===== src/rtl/grid_cursor_pkg.sv =====
// grid_cursor_pkg
// Shared types and constants for the grid cursor with hold-to-repeat.
//   dir_t       : decoded direction from the pushbuttons
//   rep_state_t : hold-to-repeat FSM states
//   KEY_*       : operator key codes of the default 6x4 keypad map
//   in_zone     : forbidden-zone membership test for a cell
package grid_cursor_pkg;

    typedef enum logic [2:0] {
        DIR_NONE,
        DIR_UP,
        DIR_DOWN,
        DIR_LEFT,
        DIR_RIGHT
    } dir_t;

    typedef enum logic [1:0] {
        IDLE,
        DELAY,
        REPEAT
    } rep_state_t;

    localparam logic [4:0] KEY_SUM  = 5'h10;
    localparam logic [4:0] KEY_MUL  = 5'h11;
    localparam logic [4:0] KEY_AND  = 5'h12;
    localparam logic [4:0] KEY_EXE  = 5'h13;
    localparam logic [4:0] KEY_SUB  = 5'h14;
    localparam logic [4:0] KEY_OR   = 5'h15;
    localparam logic [4:0] KEY_CE   = 5'h16;
    localparam logic [4:0] KEY_CLR  = 5'h17;
    localparam logic [4:0] KEY_NONE = 5'h1F;

    function automatic int max_int(input int a, input int b);
        return (a > b) ? a : b;
    endfunction

    // The forbidden zone is the lower-left block of digit keys.
    function automatic logic in_zone(input logic restriction, input int x, input int y,
                                     input int dig_cols, input int restr_row);
        return restriction && (x < dig_cols) && (y >= restr_row);
    endfunction

endpackage


===== src/rtl/dir_repeat.sv =====
// dir_repeat
// Turns four debounced direction levels into single step requests with
// hold-to-repeat: one step on press, one after REP_DELAY cycles of holding,
// then one every REP_RATE cycles.
// Ports:
//   clk, rst                       : clock, synchronous active-low reset
//   dir_up/down/left/right         : debounced direction levels
//   step                           : one-cycle request to move the cursor
//   dir                            : decoded direction (DIR_NONE unless exactly one is high)
//
// state  | meaning
// IDLE   | no direction held, waiting for a new press
// DELAY  | direction held, counting towards the first repeat
// REPEAT | direction held past the delay, stepping every REP_RATE cycles
module dir_repeat
    import grid_cursor_pkg::*;
#(
    parameter int REP_DELAY = 25_000_000,
    parameter int REP_RATE  = 5_000_000
) (
    input  logic clk,
    input  logic rst,
    input  logic dir_up,
    input  logic dir_down,
    input  logic dir_left,
    input  logic dir_right,
    output logic step,
    output dir_t dir
);

    localparam int CNT_W = $clog2(max_int(REP_DELAY, REP_RATE));
    localparam logic [CNT_W-1:0] DELAY_TC = CNT_W'(REP_DELAY - 1);
    localparam logic [CNT_W-1:0] RATE_TC  = CNT_W'(REP_RATE - 1);

    rep_state_t       state, state_nxt;
    logic [CNT_W-1:0] cnt, cnt_nxt;
    dir_t             prev_dir, dir_cur;
    logic             new_press;
    logic             tc_hit;

    always_comb begin
        case ({dir_up, dir_down, dir_left, dir_right})
            4'b1000: dir_cur = DIR_UP;
            4'b0100: dir_cur = DIR_DOWN;
            4'b0010: dir_cur = DIR_LEFT;
            4'b0001: dir_cur = DIR_RIGHT;
            default: dir_cur = DIR_NONE;
        endcase
    end

    // A switch from one direction straight to another counts as a fresh press.
    assign new_press = (dir_cur != DIR_NONE) && (dir_cur != prev_dir);

    always_comb begin
        case (state)
            DELAY:   tc_hit = (cnt == DELAY_TC);
            REPEAT:  tc_hit = (cnt == RATE_TC);
            default: tc_hit = 1'b0;
        endcase
    end

    always_ff @(posedge clk) begin
        if (!rst) begin
            state    <= IDLE;
            cnt      <= '0;
            prev_dir <= DIR_NONE;
        end else begin
            state    <= state_nxt;
            cnt      <= cnt_nxt;
            prev_dir <= dir_cur;
        end
    end

    always_comb begin
        state_nxt = state;
        cnt_nxt   = cnt;
        if (dir_cur == DIR_NONE) begin
            state_nxt = IDLE;
            cnt_nxt   = '0;
        end else if (new_press) begin
            state_nxt = DELAY;
            cnt_nxt   = '0;
        end else if (state != IDLE) begin
            if (tc_hit) begin
                state_nxt = REPEAT;
                cnt_nxt   = '0;
            end else if (cnt != '1) begin
                // Saturate rather than wrap if the terminal count were ever missed.
                cnt_nxt = cnt + CNT_W'(1);
            end
        end
    end

    always_comb begin
        step = (dir_cur != DIR_NONE) && (new_press || tc_hit);
        dir  = dir_cur;
    end

endmodule


===== src/rtl/grid_cursor_rpt.sv =====
// grid_cursor_rpt
// Cursor over a COLS x ROWS keypad grid with hold-to-repeat, wrap or
// saturate at the edges, a forbidden zone of digit keys and relocation to
// (0,0) when the cursor finds itself inside that zone.
// Ports:
//   clk, rst              : clock, synchronous active-low reset
//   restriction           : enables the forbidden zone
//   dir_up/down/left/right: debounced direction levels
//   pos_x, pos_y          : cursor position
//   val                   : key code under the cursor
//   moved                 : one-cycle pulse, position changed
//   blocked               : one-cycle pulse, a step was rejected
module grid_cursor_rpt
    import grid_cursor_pkg::*;
#(
    parameter int COLS      = 6,
    parameter int ROWS      = 4,
    parameter int DIG_COLS  = 4,
    parameter int RESTR_ROW = 2,
    parameter int WRAP      = 1,
    parameter int REP_DELAY = 25_000_000,
    parameter int REP_RATE  = 5_000_000,
    parameter int VAL_W     = 5
) (
    input  logic                     clk,
    input  logic                     rst,
    input  logic                     restriction,
    input  logic                     dir_up,
    input  logic                     dir_down,
    input  logic                     dir_left,
    input  logic                     dir_right,
    output logic [$clog2(COLS)-1:0]  pos_x,
    output logic [$clog2(ROWS)-1:0]  pos_y,
    output logic [VAL_W-1:0]         val,
    output logic                     moved,
    output logic                     blocked
);

    localparam int XW = $clog2(COLS);
    localparam int YW = $clog2(ROWS);
    localparam logic [XW-1:0] X_LAST = XW'(COLS - 1);
    localparam logic [YW-1:0] Y_LAST = YW'(ROWS - 1);

    logic          step;
    dir_t          dir;
    logic [XW-1:0] tgt_x;
    logic [YW-1:0] tgt_y;
    logic          edge_hit;
    logic          tgt_forbidden;
    logic          cur_forbidden;
    int            ix, iy, code;

    dir_repeat #(
        .REP_DELAY (REP_DELAY),
        .REP_RATE  (REP_RATE)
    ) u_dir_repeat (
        .clk       (clk),
        .rst       (rst),
        .dir_up    (dir_up),
        .dir_down  (dir_down),
        .dir_left  (dir_left),
        .dir_right (dir_right),
        .step      (step),
        .dir       (dir)
    );

    always_comb begin
        tgt_x    = pos_x;
        tgt_y    = pos_y;
        edge_hit = 1'b0;
        case (dir)
            DIR_UP: begin
                if (pos_y == '0) begin
                    if (WRAP != 0) tgt_y = Y_LAST;
                    else           edge_hit = 1'b1;
                end else begin
                    tgt_y = pos_y - YW'(1);
                end
            end
            DIR_DOWN: begin
                if (pos_y == Y_LAST) begin
                    if (WRAP != 0) tgt_y = '0;
                    else           edge_hit = 1'b1;
                end else begin
                    tgt_y = pos_y + YW'(1);
                end
            end
            DIR_LEFT: begin
                if (pos_x == '0) begin
                    if (WRAP != 0) tgt_x = X_LAST;
                    else           edge_hit = 1'b1;
                end else begin
                    tgt_x = pos_x - XW'(1);
                end
            end
            DIR_RIGHT: begin
                if (pos_x == X_LAST) begin
                    if (WRAP != 0) tgt_x = '0;
                    else           edge_hit = 1'b1;
                end else begin
                    tgt_x = pos_x + XW'(1);
                end
            end
            default: ;
        endcase
    end

    assign tgt_forbidden = in_zone(restriction, int'(tgt_x), int'(tgt_y), DIG_COLS, RESTR_ROW);
    assign cur_forbidden = in_zone(restriction, int'(pos_x), int'(pos_y), DIG_COLS, RESTR_ROW);

    always_ff @(posedge clk) begin
        if (!rst) begin
            pos_x   <= '0;
            pos_y   <= '0;
            moved   <= 1'b0;
            blocked <= 1'b0;
        end else if (cur_forbidden) begin
            // Relocation wins over any step requested in the same cycle.
            pos_x   <= '0;
            pos_y   <= '0;
            moved   <= (pos_x != '0) || (pos_y != '0);
            blocked <= 1'b0;
        end else if (step) begin
            if (edge_hit || tgt_forbidden) begin
                moved   <= 1'b0;
                blocked <= 1'b1;
            end else begin
                pos_x   <= tgt_x;
                pos_y   <= tgt_y;
                moved   <= 1'b1;
                blocked <= 1'b0;
            end
        end else begin
            moved   <= 1'b0;
            blocked <= 1'b0;
        end
    end

    // Digit columns count row-major; operator columns count column-major
    // with the top bit set. Codes that do not fit fall back to all ones.
    always_comb begin
        ix   = int'(pos_x);
        iy   = int'(pos_y);
        code = 0;
        val  = '1;
        if (ix < COLS && iy < ROWS) begin
            if (ix < DIG_COLS) begin
                code = iy * DIG_COLS + ix;
                if (code < (1 << VAL_W)) val = VAL_W'(code);
            end else begin
                code = (ix - DIG_COLS) * ROWS + iy;
                if (code < (1 << (VAL_W - 1)))
                    val = VAL_W'(code) | (VAL_W'(1) << (VAL_W - 1));
            end
        end
    end

endmodule


===== config.mk =====
export PLATFORM = sky130hd
export DESIGN_NAME = grid_cursor_rpt
export DESIGN_NICKNAME = d
export VERILOG_FILES = /design/src/rtl/grid_cursor_pkg.sv /design/src/rtl/dir_repeat.sv /design/src/rtl/grid_cursor_rpt.sv
export SDC_FILE = /design/constraint.sdc
export NUM_CORES = 1
export LEC_CHECK = 0
export ABC_CLOCK_PERIOD_IN_PS = 3050
export BUFFER_PORTS_ARGS = -buffer_cell sky130_fd_sc_hd__buf_2
export CAP_MARGIN = 0
export CORE_ASPECT_RATIO = 1.75
export CORE_MARGIN = 2
export CORE_UTILIZATION = 48
export CTS_CLUSTER_SIZE = 20
export DETAILED_ROUTE_END_ITERATION = 10
export PLACE_DENSITY = 0.62
export SETUP_SLACK_MARGIN = 0.02
export SLEW_MARGIN = 20
export SYNTH_ARGS = -nofsm -noshare
export SYNTH_HDL_FRONTEND = slang
export SYNTH_HIERARCHICAL = 1
export SYNTH_SLANG_ARGS = --single-unit

===== constraint.sdc =====
create_clock -name clk -period 3.05 [get_ports clk]
set_clock_uncertainty 0.05 [all_clocks]
set_input_delay 0.305 -clock clk [delete_from_list [all_inputs] [get_ports clk]]
set_output_delay 0.305 -clock clk [all_outputs]
set_load 0.05 [all_outputs]

==> flow_summary_export.csv <==
group,metric,value,unit
synthesis,synth_nets,301,
sta,setup_viol,0,
floorplan,num_rows,34,
floorplan,ioPinCount,19,
floorplan,die_area,5630,sq um
clock_tree,cts_setup_buffers,0,
layout,area_growth,7.47,%
sta,final.min_clock_period,2.67,ns
floorplan,die_w,57.6,um
route,route.detailed.drc,0,
worst_setup_path,cp_max_fo,5,
worst_setup_path,crit_path_start_kind,"flip-flop",
sta,final_max_slew_viol_count,0,
placed_design,place.gp.congestion,0.874,
worst_setup_path,critPathKind,"reg2reg",
synthesis,ys_seq_area_share,30.7,%
clock_tree,holdBufCountCts,0,
synthesis,synth-edff-count,0,
global_routing,grt_max_degree,25,
synthesis,synth-seq-cells,37,
clock_tree,clockBufferDepth,2,
route,routed_wl,5700,um
layout,drive_gt1_share,16.3,%
synthesis,syn_area,2410,sq um
worst_setup_path,critPathCaptureType,"flip-flop",
synthesis,synthFlopType,"dfxtp_1",
global_routing,first_global_vias,2024,
clock_tree,insertion_delay,0.29,ns
synthesis,yosysTopAreaCellShare,30.7,%
min_path,hp-class,"in2reg",
worst_setup_path,crit_arrival,2.84,ns
clock_tree,numCtsBuffers,5,
global_routing,grt_first_pass_wirelength,9460,um
sta,fin_crit_sh,87.4,%
route,drtIter0Drc,63,
flow_run,cap_violations,0,
outcome,outcome,"complete, no violations",
synthesis,yosys.area.top_type,"dfxtp_1",
layout,diodes,0,
global_routing,grt.met1_usage,21.7,%
global_routing,grt_util_met3,4.24,%
route,via_per_inst,6.15,
sta,rsz0062_at_grt,"no",
clock_tree,root_buffer,"clkbuf_8",
worst_setup_path,worstPathRequired,3.23,ns
power_and_ir_drop,vdd_drop_max,300,uV
clock_tree,cts_tree,"yes",
global_routing,grt.busiest_layer,"met2",
route,first_pass_iters,4,
route,via_count,2183,
power_and_ir_drop,p_per_area,362,nW/um^2
power_and_ir_drop,power.leakage,0.000909,uW
synthesis,synth.most_common_cell,"dfxtp_1",
synthesis,postSynthCellCount,288,
route,drt.antenna.violating_nets,0,
power_and_ir_drop,totalPowerFinal,938,uW
layout,finalNetCount,314,
synthesis,async_flop_share,0,%
route,wl_per_cell,16.1,um
clock_tree,clk_pin_slew_worst_paths,0.08,ns
placed_design,dp_hpwl,4290,um
global_routing,grtUsageMet2,39.4,%
floorplan,design.core.area,4890,sq um
global_routing,grt_antenna_before_repair,0,
sta,tightest_slew,0.740,ns
synthesis,netlist_top_cells_count,"dfxtp_1 (37), nor2_1 (30), xor2_1 (19), nand2_1 (17), a21oi_1 (13)",
clock_tree,cts_resized,0,
placed_design,portBuffers,18,
global_routing,overflow,0,
sta,fmax,0.375,GHz
synthesis,ys_warn_count,6,
clock_tree,cts_sinks,37,
placed_design,pre_cts_slack,0.410,ns
synthesis,yosysUniqueCellTypes,69,
global_routing,grt_util_all_layers,21.4,%
synthesis,synth.avg_cell_area,8.38,sq um
synthesis,synthTopCellsByArea,"dfxtp_1 (31%), xor2_1 (6.9%), nor2_1 (4.7%)",
sta,setup_tns,0,ns
floorplan,dieHeight,97.8,um
clock_tree,h-tree-depth,2,
sta,worst_slack,0.383,ns
sta,finalHoldViolCount,0,
floorplan,start_util,49.3,%
sta,relSlewSlack,50.2,%
## flip-flops by register name, indices dropped and copies added, names as in the netlist
signal                 cells
blocked                    1
pos_y                      2
moved                      1
u_dir_repeat/cnt          25
u_dir_repeat/prev_dir      3
pos_x                      3
u_dir_repeat/state         2
## final cells by class
cell class | instances | area, sq um
repair buffers | 21 | 113
inverters | 10 | 37.5
flip-flops and latches | 37 | 741
clock buffers | 7 | 86.3
well taps | 54 | 67.6
fillers | 484 | 2300
multi-input cells | 226 | 1550
## final timing paths
path | startpoint | endpoint | slack, ns | cells after the start
max | u_dir_repeat/state[0]$_SDFFE_PP0P_ | pos_y[0]$_SDFFE_PP0P_ | 0.38 | 9
min | rst | u_dir_repeat/prev_dir[2]$_SDFF_PN0_ | 0.28 | 2
max reg2reg | u_dir_repeat/state[0]$_SDFFE_PP0P_ | pos_y[0]$_SDFFE_PP0P_ | 0.38 | 9
min reg2reg | u_dir_repeat/state[0]$_SDFFE_PP0P_ | u_dir_repeat/state[0]$_SDFFE_PP0P_ | 0.42 | 2
## critical path, cell delays in order (launching register included)
cell and delay, ns:
dfxtp_1 0.31, inv_1 0.08, ha_1 0.22, or3b_2 0.45, o22ai_1 0.29, nand4_1 0.15, a21oi_1 0.37, inv_1 0.14
a2111oi_2 0.34, mux2i_1 0.21
## cell usage in the layout, fill, tap and decap left out, types with 2 or more instances in the layout
cell and instances:
o211ai_1 3, o21bai_1 2, nor3b_1 3, and3_1 6, dfxtp_1 37, xor2_1 19
nand4_1 12, and4_1 5, buf_2 18, nand3b_1 2, ha_1 6, nor3_1 3
buf_4 3, a21oi_1 13, inv_1 10, nor2_2 4, xnor2_1 3, nand2b_1 2
mux2i_1 4, o211a_1 2, a21oi_2 2, a21boi_1 2, clkbuf_8 6, and2_1 7
nand2_1 17, a211oi_1 2, or3b_2 2, a31oi_1 3, o2111ai_1 4, or3_1 4
nor4_1 5, nor4b_1 3, nand3_1 12, nor2b_1 2, nor2_1 30, o21ai_0 12
## power by group
part	internal, uW	total, uW	switching [uW]	leakage, uW
clock network	179	351	171	0.0000443
logic	32.7	96.7	64.0	0.000567
registers	487	491	4.34	0.000298
## cell families (layout without fill, tap and decap cells)
kind of cell,Yosys count,in the layout,share of synthesized area (%)
buf+inv,25,38,5.13
compound gates,62,62,18.2
fa+ha+maj,6,6,3.11
flops,37,37,30.7
mux,4,4,1.66
simple gates,132,132,33.2
xor+xnor,22,22,7.99
## routing by layer
| layer | share of wire [%] | vias up |
|---|---|---|
| met1 | 39 | 1027 |
| met3 | 2.7 | 19 |
| met5 | 0 | - |
| met4 | 3.7 | 0 |
| li1 | - | 1086 |
| met2 | 54 | 51 |
## through the flow
step           area, sq um  util [%]  hold WS [ns]  std cells
2_1_floorplan         2410         -         0.377        288
3_3_place_gp          2510      51.2         0.412        348
3_5_place_dp          2510      51.2         0.410        348
4_1_cts               2590      53.0         0.270        355
5_1_grt               2590      53.0         0.271        355
6_report              2590      53.0         0.277        355
Power figures use the tool's default switching activity.
